<file path="src/rtl/mips_io_pkg.sv">
// Shared constants for the memory-mapped MIPS I/O blocks: register map,
// CTRL field positions and the hex seven-segment lookup table.
package mips_io_pkg;

    localparam logic [1:0] ADDR_DATA   = 2'd0;
    localparam logic [1:0] ADDR_CTRL   = 2'd1;
    localparam logic [1:0] ADDR_STATUS = 2'd2;

    localparam int CTRL_EN_BIT    = 0;
    localparam int CTRL_BLANK_LSB = 8;
    localparam int CTRL_BLANK_MSB = 15;
    localparam int CTRL_DP_LSB    = 16;
    localparam int CTRL_DP_MSB    = 23;

    // Only enable, blank mask and dp mask are storable; all other bits read 0.
    localparam logic [31:0] CTRL_RW_MASK = 32'h00FF_FF01;

    // Segment patterns {g,f,e,d,c,b,a}, active-high, indexed by nibble value.
    localparam logic [15:0][6:0] SEG7_TABLE = {
        7'h71, 7'h79, 7'h5E, 7'h39, 7'h7C, 7'h77, 7'h6F, 7'h7F,
        7'h07, 7'h7D, 7'h6D, 7'h66, 7'h4F, 7'h5B, 7'h06, 7'h3F
    };

endpackage

</file>
<file path="src/rtl/hex_to_seg7.sv">
// Combinational nibble to seven-segment decoder (active-high segments,
// bit 0 = segment a).
module hex_to_seg7
    import mips_io_pkg::*;
(
    input  logic [3:0] nibble,
    output logic [6:0] seg
);

    // Table lookup; every nibble value has an entry so no default is needed.
    assign seg = SEG7_TABLE[nibble];

endmodule

</file>
<file path="src/rtl/mips_gpo_display.sv">
// Memory-mapped 32-bit output register with double-buffered, frame-aligned
// commit and an 8-digit multiplexed seven-segment scanner.
module mips_gpo_display
    import mips_io_pkg::*;
#(
    parameter int REFRESH_DIV = 16,
    parameter int CNT_W       = 16
) (
    input  logic        clk,
    input  logic        reset,
    input  logic        we,
    input  logic        sel,
    input  logic [1:0]  a,
    input  logic [31:0] wd,
    output logic [31:0] rd,
    output logic [31:0] gpo,
    output logic [7:0]  LEDSEL,
    output logic [7:0]  LEDOUT
);

    localparam logic [CNT_W-1:0] CNT_LAST = CNT_W'(REFRESH_DIV - 1);

    logic [31:0]      shadow_q, shadow_d;
    logic [31:0]      gpo_q, gpo_d;
    logic [31:0]      ctrl_q, ctrl_d;
    logic             pending_q, pending_d;
    logic [CNT_W-1:0] cnt_q, cnt_d;
    logic [2:0]       idx_q, idx_d;
    logic [7:0]       ledsel_q, ledsel_d;
    logic [7:0]       ledout_q, ledout_d;

    logic             enable_s;
    logic             wrap_s;
    logic             commit_s;
    logic             wr_s;
    logic [7:0]       blank_s;
    logic [7:0]       dp_s;
    logic [3:0]       nibble_s;
    logic [6:0]       seg_s;

    assign enable_s = ctrl_q[CTRL_EN_BIT];
    assign blank_s  = ctrl_q[CTRL_BLANK_MSB:CTRL_BLANK_LSB];
    assign dp_s     = ctrl_q[CTRL_DP_MSB:CTRL_DP_LSB];
    assign wr_s     = sel & we;
    assign nibble_s = gpo_q[{idx_q, 2'b00} +: 4];

    hex_to_seg7 u_hex_to_seg7 (
        .nibble (nibble_s),
        .seg    (seg_s)
    );

    // Next-state: bus writes, frame-aligned commit, refresh divider and scan outputs.
    always_comb begin
        shadow_d  = shadow_q;
        gpo_d     = gpo_q;
        ctrl_d    = ctrl_q;
        pending_d = pending_q;
        cnt_d     = cnt_q;
        idx_d     = idx_q;

        wrap_s = enable_s && (cnt_q == CNT_LAST);
        // With scanning off there is no frame to tear, so commit right away.
        commit_s = enable_s ? (wrap_s && (idx_q == 3'd7)) : 1'b1;

        if (commit_s && pending_q) begin
            gpo_d     = shadow_q;
            pending_d = 1'b0;
        end else begin
            gpo_d     = gpo_q;
            pending_d = pending_q;
        end

        // A write on the commit edge lands after the commit has taken the old shadow.
        if (wr_s) begin
            case (a)
                ADDR_DATA: begin
                    shadow_d  = wd;
                    pending_d = 1'b1;
                end
                ADDR_CTRL: ctrl_d = wd & CTRL_RW_MASK;
                default:   ctrl_d = ctrl_q;
            endcase
        end else begin
            shadow_d = shadow_q;
        end

        if (!enable_s) begin
            cnt_d = '0;
            idx_d = 3'd0;
        end else if (wrap_s) begin
            cnt_d = '0;
            idx_d = idx_q + 3'd1;
        end else begin
            cnt_d = cnt_q + {{(CNT_W-1){1'b0}}, 1'b1};
            idx_d = idx_q;
        end

        if (!enable_s || blank_s[idx_q]) begin
            ledsel_d = 8'hFF;
        end else begin
            ledsel_d = ~(8'h01 << idx_q);
        end

        if (enable_s) begin
            ledout_d = ~{dp_s[idx_q], seg_s};
        end else begin
            ledout_d = 8'hFF;
        end
    end

    // State registers with asynchronous active-low reset.
    always_ff @(posedge clk or negedge reset) begin
        if (!reset) begin
            shadow_q  <= 32'h0000_0000;
            gpo_q     <= 32'h0000_0000;
            ctrl_q    <= 32'h0000_0000;
            pending_q <= 1'b0;
            cnt_q     <= '0;
            idx_q     <= 3'd0;
            ledsel_q  <= 8'hFF;
            ledout_q  <= 8'hFF;
        end else begin
            shadow_q  <= shadow_d;
            gpo_q     <= gpo_d;
            ctrl_q    <= ctrl_d;
            pending_q <= pending_d;
            cnt_q     <= cnt_d;
            idx_q     <= idx_d;
            ledsel_q  <= ledsel_d;
            ledout_q  <= ledout_d;
        end
    end

    // Combinational read-back mux.
    always_comb begin
        case (a)
            ADDR_DATA:   rd = gpo_q;
            ADDR_CTRL:   rd = ctrl_q;
            ADDR_STATUS: rd = {31'b0, pending_q};
            default:     rd = 32'h0000_0000;
        endcase
    end

    assign gpo    = gpo_q;
    assign LEDSEL = ledsel_q;
    assign LEDOUT = ledout_q;

endmodule

</file>
<file path="config.mk">
export PLATFORM = sky130hd
export DESIGN_NAME = mips_gpo_display
export DESIGN_NICKNAME = d
export VERILOG_FILES = /design/src/rtl/mips_io_pkg.sv /design/src/rtl/hex_to_seg7.sv /design/src/rtl/mips_gpo_display.sv
export SDC_FILE = /design/constraint.sdc
export NUM_CORES = 1
export LEC_CHECK = 0
export CORE_MARGIN = 3
export CORE_UTILIZATION = 51
export CTS_BUF_LIST = sky130_fd_sc_hd__clkbuf_16
export CTS_CLUSTER_SIZE = 14
export DETAILED_ROUTE_END_ITERATION = 8
export GPL_TIMING_DRIVEN = 1
export HOLD_SLACK_MARGIN = 0.12
export PLACE_DENSITY = 0.88
export SYNTH_ARGS = -nofsm -noshare
export SYNTH_HDL_FRONTEND = slang
export SYNTH_SLANG_ARGS = --single-unit
export TNS_END_PERCENT = 100
</file>
<file path="constraint.sdc">
create_clock -name clk -period 3.3 [get_ports clk]
set_input_delay 0.99 -clock clk [delete_from_list [all_inputs] [get_ports clk]]
set_output_delay 0.99 -clock clk [all_outputs]
set_load 0.005 [all_outputs]
</file>
==> flow_summary.toml, run 1 <==
[logic_synthesis]
synthFlopType = "dfrtp_1"
synth_edf_count = 0
ys_seq_area_share_pct = 52.3
synthArstFlopShare_pct = 100
ys.warnings.count = 0
syn_inst = 423
synth_seq_cells = 117
synth_nets = 474
yosysTopAreaCellShare_pct = 44.9
yosys-top-cells-area = "dfrtp_1 (45%), mux2_2 (11%), mux2_4 (8.0%)"
syn_avg_cell_area_um2 = 13.3
synthDistinctLibCells = 39
synth_area_leader_cell = "dfrtp_1"
netlist_area_mm2 = 0.00563

[worst_hold_path]
min_delay_path_depth = 1
hold_end = "cnt_q[0]"
hold_class = "reg -> reg"
hold_path.startpoint = "cnt_q[0]"

[drt]
first_pass_iters = 4
ant_nets = 0
viasPerCell = 5.58
finalWirelength_mm = 14.6
route.vias.total = 3933
first_iter_violations = 241
wire_per_inst_um = 20.7
drc = 0

[clock_tree]
cts_tree = "done"
root_buffer = "clkbuf_16"
cts_num_sinks = 117
numCtsBuffers = 17
cts-htree-levels = 4
clock_path_buffers = 2
path_clk_slew_ns = 0.05
clock_latency_ns = 0.41

[timing]
hold_viol_final = 0
drv_slew = 0
worst_pin_slew_ns = 0.688
rsz0062_at_grt = "yes"
period_needed_ns = 3.26
final.setup_skew_ns = 0.0127
setup_viol = 0
slew_headroom_pct = 54.2
setup_tns_ns = 0
period_share_pct = 98.9
max_freq_mhz = 307

[power_and_ir_drop]
internal_power_w = 0.00423
p_clk_share_pct = 31.5
irDropWorstVdd_mv = 0.505
p_leak_nw = 3.55
comb_power_share_pct = 30.3
switchingPower_w = 0.00167
seqPwrFrac_pct = 38.1
sw_frac_of_total_pct = 28.3
power.density_mw_per_mm2 = 767

[floorplan]
fp-row-count = 37
start_util_pct = 53.4
die_h_um = 111
core_area_mm2 = 0.0106
ios = 118
die_x_um = 111
dieArea_mm2 = 0.0123

[final_layout]
diodes = 0
areaGrowthSynthToFinish_pct = 36.6
nets = 610
fin_cells = 705
mostFrequentLayoutCells = "dfrtp_1 (101), clkdlybuf4s50_1 (92), mux2_2 (54), nor2_1 (35), mux2_4 (30)"
final_common_cell = "dfrtp_1"
drive_above_1_share_pct = 29.3
fill_cells = 686

[placed_design]
io_buffer_count = 117
place_inst = 668
place_hpwl_mm = 9.71
routabilityCongestion = 0.867

[worst_setup_path]
slowest_delay_ns = 0.49
cp-end-kind = "output port"
cp_slowest_cell = "clkdlybuf4s50_1"
r2r.worst_path.cells = 5
start_kind = "input pin"
cpLargestDelayFamily = "buffers and inverters"
cp_cell_sequence = "dlygate4sd2_1 > buf_6 > nor2_4 > buf_4 > and2_1 > clkdlybuf4s50_1"
r2r-end = "gpo[27]"
rrSetupSlack_ns = 0.44
cp_num_buf_inv = 4
cp.required_ns = 2.31
r2r-start = "cnt_q[5]"
worstPathArrival_ns = 2.27
crit_type = "in -> out"
path_max_fanout = 5

[global_routing]
grt_pass1_vias = 4374
track_usage_pct = 24.5
grt_max_degree = 70
grt_pass1_wl_mm = 23.5
gr-total-overflow = 0
antenna_found_initial = 0

[outcome]
status = "finished, final reports clean"

[flow_run]
maxCapViolations = 0
-- repair_timing --
item	4_1_cts	5_1_grt
setup endpoints to repair	32	17
buffers inserted	5	1
pin swaps	3	0
cloned	2	0
resized for setup	27	10
hold buffers	0	0
-- kinds of logic (layout without fill, tap and decap cells) --
family                     count (synthesis)  after routing  share of synthesized area [%]
adders and majority gates                 13             13                           2.89
muxes                                    123            123                           27.9
DFF                                      117            117                           52.3
buffers and inverters                     34            180                           3.29
AOI/OAI and AO/OA                         13             13                           1.93
xor gates and xnor gates                  15             15                           2.33
and+or+nand+nor                          108            108                           9.30
-- final cells by class --
| class | instances | area (um^2) | area share, % |
|---|---|---|---|
| clock inverters | 12 | 164 | 2.13 |
| clock buffers | 17 | 425 | 5.53 |
| well taps | 136 | 170 | 2.21 |
| multi-input cells | 272 | 2530 | 32.9 |
| repair buffers | 140 | 1420 | 18.4 |
| inverters | 11 | 41.3 | 0.536 |
| flip-flops and latches | 117 | 2950 | 38.3 |
-- sequential cells by signal, indices dropped and copies added (netlist names) --
name and count:
LEDOUT 8, LEDSEL 8, cnt_q 16, ctrl_q 17
gpo 32, idx_q 3, pending_q 1, shadow_q 32
-- worst max-delay path by stage --
stage,startpoint,to,slack (ns),cells after the start
2_1_floorplan,a[0],rd[10],0.17,4
3_3_place_gp,a[0],rd[20],-0.26,6
3_5_place_dp,a[0],rd[20],-0.28,6
4_1_cts,a[1],rd[15],0.02,5
5_1_grt,a[0],rd[30],-0.03,6
6_report,a[0],rd[6],0.04,6
-- synth_stat cells, types with 7 or more instances --
cell      count
dfrtp_1     101
mux2_2       54
nor2_1       36
mux2_4       30
mux2i_1      29
nand2_1      25
and2_1       17
dfstp_2      16
clkbuf_1     15
ha_1         13
inv_1        11
mux4_2       10
nand3_1       9
xnor2_1       8
xor2_1        7
-- metal layers --
layer / wire length (um) / track usage [%] / vias up / part of all wire, %
met2: 7420 / 40.9 / 158 / 51
met5: 0 / 0 / - / 0
met1: 5830 / 30.7 / 2002 / 40
met3: 1000 / 6.88 / 29 / 6.9
met4: 361 / 8.84 / 0 / 2.5
li1: - / - / 1744 / -
-- per-stage QoR --
step | area (um^2) | power (W) | hold slack, ns | setup slack, ns | utilization [%]
after floorplan | 5630 | 0.00301 | 0.455 | 0.166 | -
after global placement | 6980 | 0.00395 | 0.468 | -0.255 | 66.1
after detailed placement | 6980 | 0.00403 | 0.490 | -0.284 | 66.1
after CTS | 7660 | 0.00592 | 0.501 | 0.0244 | 72.6
after global routing | 7700 | 0.00617 | 0.510 | -0.0282 | 72.9
final | 7700 | 0.00590 | 0.495 | 0.0379 | 72.9
-- power groups by stage --
stage,Combinational (W),Sequential [W],Clock [W]
after floorplan,0.000894,0.00212,0
after global placement,0.00172,0.00223,0
after detailed placement,0.00178,0.00225,0
after CTS,0.00180,0.00224,0.00188
after global routing,0.00192,0.00230,0.00196
final,0.00179,0.00225,0.00186
Note: power is estimated with default switching activity, not from simulation.
==> inputs of run 2 (changes only) <==
--- a/config.mk
+++ b/config.mk
@@ -13,6 +13,7 @@
 export GPL_TIMING_DRIVEN = 1
 export HOLD_SLACK_MARGIN = 0.12
 export PLACE_DENSITY = 0.88
+export SETUP_SLACK_MARGIN = 0.02
 export SYNTH_ARGS = -nofsm -noshare
 export SYNTH_HDL_FRONTEND = slang
 export SYNTH_SLANG_ARGS = --single-unit
==> run 2 against run 1 <==
- cell area hardly changed
- worst setup slack about the same
- register-to-register slack about the same
- largest cell class unchanged
- highest routed layer unchanged
==> flow_summary.toml, run 2 (synthesis results as in run 1) <==
[clock_tree]
path_clk_slew_ns = 0.05
clock_path_buffers = 2
cts_num_sinks = 117
clock_latency_ns = 0.42
numCtsBuffers = 17
cts_tree = "done"
cts-htree-levels = 4
root_buffer = "clkbuf_16"
cts_hold_buf = 0

[worst_setup_path]
cp.depth = 6
rrSetupSlack_ns = 0.44
endpoint = "rd[6]"
worstPathArrival_ns = 2.27
cpLargestDelayFamily = "buffers and inverters"
crit_type = "in -> out"
cp_num_buf_inv = 4
r2r-start = "cnt_q[5]"
r2r-end = "gpo[27]"
cp_slowest_cell = "clkdlybuf4s50_1"
path_max_fanout = 5
cp_cell_sequence = "dlygate4sd2_1 > buf_6 > nor2_4 > buf_4 > and2_1 > clkdlybuf4s50_1"
cp-end-kind = "output port"
r2r.worst_path.cells = 5
worstSetupStartpoint = "a[0]"
start_kind = "input pin"
slowest_delay_ns = 0.49
cp.required_ns = 2.31

[drt]
finalWirelength_mm = 14.6
first_iter_violations = 241
viasPerCell = 5.59
first_pass_iters = 4
route.vias.total = 3944
wire_per_inst_um = 20.8
drt-met1-wl_mm = 5.85
ant_nets = 0
top_layer_used = "met4"
drc = 0
met2_wirelength_mm = 7.41
route.met3.wl_mm = 1.01

[final_layout]
fin_cells = 705
final_common_cell = "dfrtp_1"
areaGrowthSynthToFinish_pct = 36.5
nets = 610
post-route-util_pct = 72.9
drive_above_1_share_pct = 29.3
mostFrequentLayoutCells = "dfrtp_1 (101), clkdlybuf4s50_1 (92), mux2_2 (54), nor2_1 (35), mux2_4 (30)"
diodes = 0

[placed_design]
place_inst = 668
place_hpwl_mm = 9.71
routabilityCongestion = 0.867
io_buffer_count = 117

[floorplan]
core_area_mm2 = 0.0106
die_x_um = 111
start_util_pct = 53.4
fp-row-count = 37
die_h_um = 111
ios = 118
dieArea_mm2 = 0.0123

[timing]
period_share_pct = 98.9
hold_viol_final = 0
drv_slew = 0
worst_pin_slew_ns = 0.687
final.setup_skew_ns = 0.0132
setup_viol = 0
period_needed_ns = 3.26
max_freq_mhz = 307
setup_tns_ns = 0
slew_headroom_pct = 54.2
hold_ws_ns = 0.495
rsz0062_at_grt = "yes"

[flow_run]
maxCapViolations = 0

[global_routing]
grt_pass1_vias = 4374
track_usage_pct = 24.5
grt_max_degree = 70
antenna_found_initial = 0
grt_pass1_wl_mm = 23.5
gr-total-overflow = 0

[power_and_ir_drop]
irDropWorstVdd_mv = 0.505
p_leak_nw = 3.54
fin_total_pwr_w = 0.00591
power.density_mw_per_mm2 = 768

[outcome]
status = "finished, final reports clean"

[worst_hold_path]
hold_class = "reg -> reg"
## run 2: metrics by stage
step	cell area, um^2	setup WS, ns
global route	7690	-0.0282
floorplan	5630	0.166
finish	7690	0.0379
global placement	6980	-0.255
CTS	7660	0.0244
detailed placement	6980	-0.284
## run 2: routing by layer
| layer | vias to the layer above | track usage, % |
|---|---|---|
| li1 | 1744 | - |
| met3 | 29 | 6.88 |
| met1 | 2012 | 30.7 |
| met4 | 0 | 8.84 |
| met2 | 159 | 40.9 |
| met5 | - | 0 |
## run 2: how the worst min path moves through the flow
stage | start | end | slack, ns | depth (start not counted)
floorplan | cnt_q[0] | cnt_q[0] | 0.45 | 1
global placement | cnt_q[0] | cnt_q[0] | 0.47 | 1
detailed placement | shadow_q[25] | gpo[25] | 0.49 | 1
CTS | shadow_q[25] | gpo[25] | 0.50 | 1
global route | cnt_q[0] | cnt_q[0] | 0.51 | 1
finish | cnt_q[0] | cnt_q[0] | 0.49 | 1
## run 2: worst register-to-register path: stages, from the launching register on
cell,delay (ns)
dfrtp_1,0.43
or4_1,0.51
or4_1,0.72
o21ai_4,0.25
nand2_4,0.38
mux2_4,0.46
## run 2: what timing repair did
action	4_1_cts	5_1_grt
buffers inserted	5	1
resized for setup	28	9
endpoints found under the setup margin	32	16
pin swaps	3	0
cloned	2	0
## run 2: cell type report
class / instances / area [um^2]
timing repair buffer: 140 / 1420
multi-input combinational: 272 / 2530
clock buffer: 17 / 425
sequential: 117 / 2950
clock inverter: 12 / 164
fill: 688 / 2860
tap: 136 / 170
inverter: 11 / 41.3
## run 2: report_power, final
group | leakage [nW] | switching, W | internal (W) | total (W)
clock | 0.279 | 0.000629 | 0.00124 | 0.00186
sequential | 1.42 | 0.000404 | 0.00185 | 0.00225
combinational | 1.84 | 0.000640 | 0.00115 | 0.00179
total | 3.54 | 0.00167 | 0.00423 | 0.00591
